--- src/rtl/banco_reg_pkg.sv ---
// ---------------------------------------------------------------------------
// banco_reg_pkg
// Shared types and default sizing for the parametrised register bank.
//   br_state_e : clear engine state (idle / sequential bulk clear)
//   BR_DATA_W  : default register width
//   BR_DEPTH   : default number of registers
//   BR_NUM_RD  : default number of read ports
// ---------------------------------------------------------------------------
package banco_reg_pkg;

    typedef enum logic [0:0] {
        ST_IDLE  = 1'b0,
        ST_CLEAR = 1'b1
    } br_state_e;

    localparam int BR_DATA_W = 32;
    localparam int BR_DEPTH  = 32;
    localparam int BR_NUM_RD = 2;

endpackage : banco_reg_pkg

--- src/rtl/banco_reg_param_if.sv ---
// ---------------------------------------------------------------------------
// banco_reg_param_if
// Bus bundle between the pipeline (decode/writeback) and the register bank.
//   we, waddr, wdata : write port (from writeback)
//   raddr            : packed read addresses, port k at [k*ADDR_W +: ADDR_W]
//   rdata            : packed read data, port k at [k*DATA_W +: DATA_W]
//   clr_req          : single-cycle bulk clear request
//   busy             : bulk clear in progress
// Modports: master drives requests, slave is the register bank.
// ---------------------------------------------------------------------------
interface banco_reg_param_if
    import banco_reg_pkg::*;
#(
    parameter int DATA_W = BR_DATA_W,
    parameter int DEPTH  = BR_DEPTH,
    parameter int NUM_RD = BR_NUM_RD
) ();

    localparam int ADDR_W = $clog2(DEPTH);

    logic                       we;
    logic [ADDR_W-1:0]          waddr;
    logic [DATA_W-1:0]          wdata;
    logic [NUM_RD*ADDR_W-1:0]   raddr;
    logic [NUM_RD*DATA_W-1:0]   rdata;
    logic                       clr_req;
    logic                       busy;

    modport master (
        output we,
        output waddr,
        output wdata,
        output raddr,
        output clr_req,
        input  rdata,
        input  busy
    );

    modport slave (
        input  we,
        input  waddr,
        input  wdata,
        input  raddr,
        input  clr_req,
        output rdata,
        output busy
    );

endinterface : banco_reg_param_if

--- src/rtl/banco_reg_param_rdport.sv ---
// ---------------------------------------------------------------------------
// banco_reg_rdport
// One combinational read port of the register bank. Selects, in priority:
// hardwired zero for register 0, same-cycle write forwarding, array content.
//   i_raddr  : read address of this port
//   i_waddr  : current write address
//   i_wdata  : current write data
//   i_byp_en : write is live this cycle and forwarding is allowed
//   i_mem_rd : array entry at i_raddr
//   o_rdata  : read result
// ---------------------------------------------------------------------------
module banco_reg_rdport #(
    parameter int DATA_W   = 32,
    parameter int ADDR_W   = 5,
    parameter int ZERO_REG = 1
) (
    input  logic [ADDR_W-1:0] i_raddr,
    input  logic [ADDR_W-1:0] i_waddr,
    input  logic [DATA_W-1:0] i_wdata,
    input  logic              i_byp_en,
    input  logic [DATA_W-1:0] i_mem_rd,
    output logic [DATA_W-1:0] o_rdata
);

    logic w_is_zero;
    logic w_hit;

    assign w_is_zero = (ZERO_REG != 0) && (i_raddr == '0);
    assign w_hit     = i_byp_en && (i_raddr == i_waddr);

    always_comb begin
        o_rdata = i_mem_rd;
        if (w_is_zero) begin
            o_rdata = '0;
        end else if (w_hit) begin
            o_rdata = i_wdata;
        end
    end

endmodule : banco_reg_rdport

--- src/rtl/banco_reg_param.sv ---
// ---------------------------------------------------------------------------
// banco_reg_param
// Parametrised register bank: one clocked write port, NUM_RD combinational
// read ports, optional write-to-read forwarding, optional hardwired register
// 0, and a sequential bulk-clear engine that zeroes one entry per cycle.
//   clk        : rising-edge clock
//   rst        : synchronous active-high reset (clears state and array)
//   bus.we/waddr/wdata : write port, ignored while a clear runs
//   bus.raddr  : packed read addresses
//   bus.rdata  : packed read data
//   bus.clr_req: starts a bulk clear from idle
//   bus.busy   : high while the clear engine runs (DEPTH cycles)
// ---------------------------------------------------------------------------
module banco_reg_param
    import banco_reg_pkg::*;
#(
    parameter int DATA_W   = BR_DATA_W,
    parameter int DEPTH    = BR_DEPTH,
    parameter int NUM_RD   = BR_NUM_RD,
    parameter int ZERO_REG = 1,
    parameter int BYPASS   = 1
) (
    input  logic              clk,
    input  logic              rst,
    banco_reg_param_if.slave  bus
);

    localparam int ADDR_W = $clog2(DEPTH);
    localparam logic [ADDR_W-1:0] LAST_IDX = ADDR_W'(DEPTH - 1);

    // Storage and clear engine state
    logic [DATA_W-1:0] r_mem [DEPTH];
    br_state_e         r_state;
    logic [ADDR_W-1:0] r_clr_idx;

    // Write qualification
    logic w_idle;
    logic w_wr_en;
    logic w_byp_en;

    assign w_idle  = (r_state == ST_IDLE);

    // Register 0 is never written when it is hardwired, so the array entry
    // stays 0 and the read mux does not need to rely on it.
    assign w_wr_en = bus.we && w_idle &&
                     !((ZERO_REG != 0) && (bus.waddr == '0));

    // Forwarding is only meaningful when the write will actually commit;
    // during a clear the array is returned unmodified.
    assign w_byp_en = (BYPASS != 0) && bus.we && w_idle;

    assign bus.busy = (r_state == ST_CLEAR);

    // Array, write port and clear FSM
    always_ff @(posedge clk) begin
        if (rst) begin
            r_state   <= ST_IDLE;
            r_clr_idx <= '0;
            for (int i = 0; i < DEPTH; i++) begin
                r_mem[i] <= '0;
            end
        end else begin
            case (r_state)
                ST_IDLE: begin
                    // A write in the same cycle as clr_req still commits;
                    // the clear sweep overwrites it later.
                    if (w_wr_en) begin
                        r_mem[bus.waddr] <= bus.wdata;
                    end
                    if (bus.clr_req) begin
                        r_state   <= ST_CLEAR;
                        r_clr_idx <= '0;
                    end
                end
                ST_CLEAR: begin
                    // clr_req is ignored here: no restart, no extension.
                    r_mem[r_clr_idx] <= '0;
                    r_clr_idx        <= r_clr_idx + ADDR_W'(1);
                    if (r_clr_idx == LAST_IDX) begin
                        r_state <= ST_IDLE;
                    end
                end
                default: begin
                    r_state <= ST_IDLE;
                end
            endcase
        end
    end

    // Read ports
    logic [ADDR_W-1:0]        w_raddr  [NUM_RD];
    logic [DATA_W-1:0]        w_arr_rd [NUM_RD];
    logic [DATA_W-1:0]        w_rd     [NUM_RD];
    logic [NUM_RD*DATA_W-1:0] w_rdata_flat;

    for (genvar k = 0; k < NUM_RD; k++) begin : g_rd
        assign w_raddr[k]  = bus.raddr[k*ADDR_W +: ADDR_W];
        assign w_arr_rd[k] = r_mem[w_raddr[k]];

        banco_reg_rdport #(
            .DATA_W   (DATA_W),
            .ADDR_W   (ADDR_W),
            .ZERO_REG (ZERO_REG)
        ) u_rdport (
            .i_raddr  (w_raddr[k]),
            .i_waddr  (bus.waddr),
            .i_wdata  (bus.wdata),
            .i_byp_en (w_byp_en),
            .i_mem_rd (w_arr_rd[k]),
            .o_rdata  (w_rd[k])
        );
    end

    always_comb begin
        w_rdata_flat = '0;
        for (int k = 0; k < NUM_RD; k++) begin
            w_rdata_flat[k*DATA_W +: DATA_W] = w_rd[k];
        end
    end

    assign bus.rdata = w_rdata_flat;

endmodule : banco_reg_param

--- src/flat_wrapper.sv ---
// flat-port wrapper written by rule: the top's interface ports become plain ports
module banco_reg_param_flat import banco_reg_pkg::*;
#(
    parameter int DATA_W   = BR_DATA_W,
    parameter int DEPTH    = BR_DEPTH,
    parameter int NUM_RD   = BR_NUM_RD,
    parameter int ZERO_REG = 1,
    parameter int BYPASS   = 1
)
  (clk, rst, bus_we, bus_waddr, bus_wdata, bus_raddr, bus_clr_req, bus_rdata, bus_busy);
  banco_reg_param_if #(.DATA_W(DATA_W), .DEPTH(DEPTH), .NUM_RD(NUM_RD)) bus_i ();
  input  logic clk;
  input  logic rst;
  input wire logic [$bits(bus_i.we)-1:0] bus_we;
  input wire logic [$bits(bus_i.waddr)-1:0] bus_waddr;
  input wire logic [$bits(bus_i.wdata)-1:0] bus_wdata;
  input wire logic [$bits(bus_i.raddr)-1:0] bus_raddr;
  input wire logic [$bits(bus_i.clr_req)-1:0] bus_clr_req;
  output wire logic [$bits(bus_i.rdata)-1:0] bus_rdata;
  output wire logic [$bits(bus_i.busy)-1:0] bus_busy;
  assign bus_i.we = bus_we;
  assign bus_i.waddr = bus_waddr;
  assign bus_i.wdata = bus_wdata;
  assign bus_i.raddr = bus_raddr;
  assign bus_i.clr_req = bus_clr_req;
  assign bus_rdata = bus_i.rdata;
  assign bus_busy = bus_i.busy;
  banco_reg_param #(.DATA_W(DATA_W), .DEPTH(DEPTH), .NUM_RD(NUM_RD), .ZERO_REG(ZERO_REG), .BYPASS(BYPASS)) u_core (.clk(clk), .rst(rst), .bus(bus_i));
endmodule
--- config.mk ---
export PLATFORM = sky130hd
export DESIGN_NAME = banco_reg_param_flat
export DESIGN_NICKNAME = d
export VERILOG_FILES = /design/src/rtl/banco_reg_pkg.sv /design/src/rtl/banco_reg_param_if.sv /design/src/rtl/banco_reg_param_rdport.sv /design/src/rtl/banco_reg_param.sv /design/src/flat_wrapper.sv
export SDC_FILE = /design/constraint.sdc
export NUM_CORES = 2
export LEC_CHECK = 0
export CAP_MARGIN = 20
export CORE_ASPECT_RATIO = 0.8
export CORE_MARGIN = 1
export CORE_UTILIZATION = 55
export DETAILED_ROUTE_END_ITERATION = 16
export GPL_ROUTABILITY_DRIVEN = 0
export MAX_ROUTING_LAYER = met4
export PLACE_DENSITY = 0.72
export SLEW_MARGIN = 10
export SYNTH_ARGS = -nofsm -noshare
export SYNTH_HDL_FRONTEND = slang
export SYNTH_SLANG_ARGS = --single-unit
--- constraint.sdc ---
create_clock -name clk -period 8.3 [get_ports clk]
set_clock_uncertainty 0.2 [all_clocks]
set_input_delay 2.075 -clock clk [delete_from_list [all_inputs] [get_ports clk]]
set_output_delay 2.075 -clock clk [all_outputs]
set_load 0.05 [all_outputs]
**Word level (Yosys, flattened, before mapping)**

Memory sizes are Yosys's and may differ from the RTL's.
Cells that the tools add are included.

- Multiplexer cells: 24
- $add $sub $neg: 1
- Eq/ne operators: 4
- Bitwise operators: 1
- Reductions and logical operators: 10

Operators by type and width:

| kind | count |
|---|---|
| two-way mux 32 bit | 6 |
| OR reduction 32 bit | 2 |
| logical NOT 5 bit | 3 |
| two-way mux 5 bit | 3 |
| two-way mux 1 bit | 13 |
| == test 5 bit | 2 |
| one-hot mux 5 bit (2 select lines) | 1 |
| adder 5 x 1 -> 5 bit (second input constant) | 1 |
| == test 5 bit (second input constant) | 1 |
| logical AND 1 bit | 4 |
| inequality test 2 bit (second input constant) | 1 |
| one-hot mux 1 bit (2 select lines) | 1 |
| logical NOT 1 bit | 1 |
| inverter 1 bit | 1 |

- Register bits: 6
- Logic and storage cells: 43
- Memories: 1
- Bits in writable memories: 1,024
- Bits of input ports: 51

Memories:

| memory | words | bits a word | read ports | clocked after memory_dff | write ports | RTL line | text |
|---|---|---|---|---|---|---|---|
| u_core.r_mem | 32 | 32 | 2 | 0 | 32 | banco_reg_param.sv:32 | `logic [DATA_W-1:0] r_mem [DEPTH];` |

**Longest topological paths before layout**

- Word-level depth: 10
- Depth in mapped cells: 12
- Gate-level depth less buffers: 6

**By module**

Synthesis repeated with hierarchy kept, for this count alone.

- Cell total of the unflattened synthesis: 4,993
- Area total of the unflattened synthesis: 55,684.7 µm²

By module, submodules not included:

| module | cells an instance | instances | area an instance (µm²) |
|---|---|---|---|
| banco_reg_param | 4,747 | 1 | 54,403.4 |
| banco_reg_rdport | 123 | 2 | 640.6 |

**Worst setup path before layout**

OpenSTA, ideal clock, no wires.

- Kind: input -> output
- Start point: input bus_raddr[5]
- End point: output bus_rdata[42]
- Required time: 6.025 ns
- Path slack: 1.607 ns
- Stages on the path: 11
- Arrival: 4.418 ns
- Cells stage by stage: buf_6 buf_12 buf_12 buf_12 buf_8 mux2i_1 a22oi_1 nand2_1 nor3_1 nor3_1 nor3_1

- Word-level cells in the longest chain between the ends: 4
- Elaborated cells on any way between the ends: 6

Ends and longest elaborated chain:

| what | RTL line | text |
|---|---|---|
| start, declared | flat_wrapper.sv:17 | `input wire logic [$bits(bus_i.raddr)-1:0] bus_raddr;` |
| branches (longest 3 deep; another with memory (32 x 32 bit)) | - |  |
| two-way mux 32 bit * | banco_reg_param_rdport.sv:33 | `if (w_is_zero) begin` |
| end, declared | flat_wrapper.sv:19 | `output wire logic [$bits(bus_i.rdata)-1:0] bus_rdata;` |

Mark *: on every way between the ends.

**Worst setup path after layout**

- Start point: input bus_raddr[4]
- End point: output bus_rdata[5]

The elaborated chain is that of the path after synthesis.

==> metrics.csv <==
metric;value;unit
ant_nets;0;
highest_layer;met4;
dieArea;0.0988;sq mm
synth_area;0.0536;sq mm
clkLatencyLatePin;680;ps
max_freq;126;MHz
ys_seq_area_frac;0.575;
met3_wirelength;33900;um
synth_top_area_cell;edfxtp_1;
min_delay_path_depth;2;
start_kind;input port;
synthCells;4013;
nets;4099;
clock-root-buffer;clkbuf_16;
grt_pass1_vias;38000;
die_h;281;um
yosys-top-cells-area;edfxtp_1, mux4_2, nor2_1;
finalSetupViolations;0;
critPathMaxStageDelay;1010;ps
drv_slew;0;
h-tree-depth;3;
overflow;0;
fp.dieW;351;um
cts_setup_buffers;0;
period_share;0.956;
netSwitchingFraction;0.269;
critical_path.cell_chain;clkdlybuf4s50_1, xor2_1, nor4_1, and3_1, buf_4, nor2_1, nor3_1, buf_12;
status;completed;
hpwlAfterDp;118000;um
worst_ep_required_time;6030;ps
crit_arrival;5660;ps
dr_wl_met2;81700;um
drtPass1Iterations;6;
ys_ff_latch;1030;
p_int;9040;uW
ir_drop;0.000173;V
p_leak;0.0214;uW
synth-main-ff-cell;edfxtp_1;
cpMaxStageDelayCell;nor4_1;
vias_per_cell;7.26;
max_slew_margin;0.158;
clockPowerShare;0.360;
portBuffers;115;
postSynthAreaPerCell;13.4;sq um
min_path_type;reg -> reg;
routed_wl;192000;um
grt_start_max_net_pins;63;
syn2layout_area_growth;11.7;%
synthArstFlopShare;0;
grt_pass1_wl;270000;um
vias;39400;
clk_pin_slew;60;ps
min_period;7940;ps
placement_rows;102;
instances_no_fill;5431;
tightest_slew;1260;ps
yosysTopAreaCellShare;0.573;
reg2reg_depth;7;
finalSetupTns;0;ps
synth.distinct_cells;65;
fill_cells;7322;
drc;0;
holdBufCountCts;0;
ys_warn_count;0;
post_dp_cell_area;0.0567;sq mm
coreArea;0.0967;sq mm
synth-edff-count;1024;
pin_count;116;
maxCapViolCount;0;
track_usage;0.401;
crit_path_max_fanout;12;
p_total;12400;uW
powerDensity;206;mW/mm^2
finalHoldViolCount;0;
numCtsBuffers;99;
wl_per_cell;35.3;um
cts_tree;done;
power_frac_seq;0.488;
end_kind;output pin;
dp_cells;5239;
cts.sinks;1030;
initial_core_util;0.555;
antenna_found_initial;5;
drt-initial-drc-count;7303;
rsz0062_at_grt;false;
ctsResizeCount;0;
clock_path_buffers;3;
worst-setup-path-type;in -> out;
drive_gt1_frac;0.211;
final_area;0.0599;sq mm
netSwitchingPower;3330;uW
wl_met1;64600;um
combPwrFrac;0.152;
## synthesized netlist by cell type (all sizes together) (3+ instances only)
cell and n:
nand3b 4, o311a 4, edfxtp 1024, nor2 1080
nand2 140, a221o 26, nor2b 19, o211ai 13
nand3 31, a22o 7, a21oi 79, nor4 8
o211a 3, buf 166, a211oi 14, o21bai 3
a221oi 41, xor2 4, clkbuf 250, nor3b 11
nor3 87, a32o 3, a2111oi 4, xnor2 6
o22ai 51, mux2 5, and2 3, o21ai 40
dfxtp 6, a22oi 130, mux2i 309, a31oi 5
inv 4, mux4 373, nand2b 41
## cells by family after synthesis
group	Yosys count	share of synthesized area
adder cells (fa/ha/maj)	2	0.000466
AO/OA/AOI/OAI	430	0.0568
flip-flops	1030	0.575
XOR/XNOR	10	0.00163
other	1	0.0000699
multiplexers	687	0.215
AND/OR/NAND/NOR	1432	0.108
buffers and inverters	421	0.0418
## metrics by stage
| stage | hold slack [ps] | setup slack, ps | utilization |
|---|---|---|---|
| 5_1_grt | 472 | 449 | 0.619 |
| 3_3_place_gp | 392 | 330 | 0.584 |
| 3_5_place_dp | 409 | 596 | 0.586 |
| 4_1_cts | 419 | 590 | 0.618 |
| 6_report | 439 | 365 | 0.619 |
| 2_1_floorplan | 377 | 1610 | - |
## power by group through the flow
stage / registers (uW) / logic [uW] / clock network (uW)
after floorplan: 6090 / 1090 / 0
after global placement: 6110 / 1780 / 0
after detailed placement: 6130 / 1810 / 0
after CTS: 6020 / 1820 / 4430
after global routing: 6050 / 1910 / 4620
final: 6030 / 1880 / 4450
## per-layer routing
metal  global-route usage  up-vias
met5                    -        -
li1                     -    15300
met4                0.197        0
met2                0.559     3915
met3                0.152      748
met1                0.514    19500
## path summary, 6_finish.rpt
check | from | to | slack, ps
setup / recovery | bus_raddr[4] | bus_rdata[5] | 360
hold / removal | u_core.r_clr_idx[2]$_SDFFE_PP0P_ | u_core.r_clr_idx[2]$_SDFFE_PP0P_ | 440
setup reg to reg | u_core.bus.busy$_SDFF_PP0_ | u_core.r_mem[16][13]$_SDFFCE_PN0P_ | 3830
hold reg to reg | u_core.r_clr_idx[2]$_SDFFE_PP0P_ | u_core.r_clr_idx[2]$_SDFFE_PP0P_ | 440
## final cells by class
type / count / area [sq um] / share of cell area
Inverter: 5 / 18.8 / 0.000313
Antenna cell: 9 / 22.5 / 0.000376
Tap cell: 1300 / 1630 / 0.0271
Clock buffer: 118 / 2590 / 0.0432
Multi-Input combinational cell: 2593 / 20900 / 0.349
Timing Repair Buffer: 317 / 3420 / 0.0571
Clock inverter: 59 / 474 / 0.00791
Sequential cell: 1030 / 30900 / 0.515
## critical path: cells and delay by family
family | cells | cell delay [ps]
AND/OR/NAND/NOR | 4 | 2250
buffers and inverters | 3 | 1100
XOR/XNOR | 1 | 230
## cells in the final DEF (no fill, tap or decap), types with 34 or more instances in the layout
cell | synthesis | routed
nand2_1 | 140 | 112
o22ai_1 | 51 | 51
a221oi_1 | 39 | 39
nor3_1 | 86 | 84
a22oi_1 | 130 | 130
buf_12 | 7 | 63
clkbuf_16 | 0 | 101
clkdlybuf4s50_1 | 0 | 42
nor2_1 | 1079 | 1076
mux4_2 | 371 | 371
o21ai_0 | 34 | 34
mux2i_1 | 309 | 309
buf_4 | 12 | 191
edfxtp_1 | 1024 | 1024
a21oi_1 | 79 | 79
## registers in the layout, summed over array words and instances (netlist names)
register          flops
u_core.r_mem       1024
u_core.r_clr_idx      5
u_core.bus.busy       1
Power figures use the tool's default switching activity.
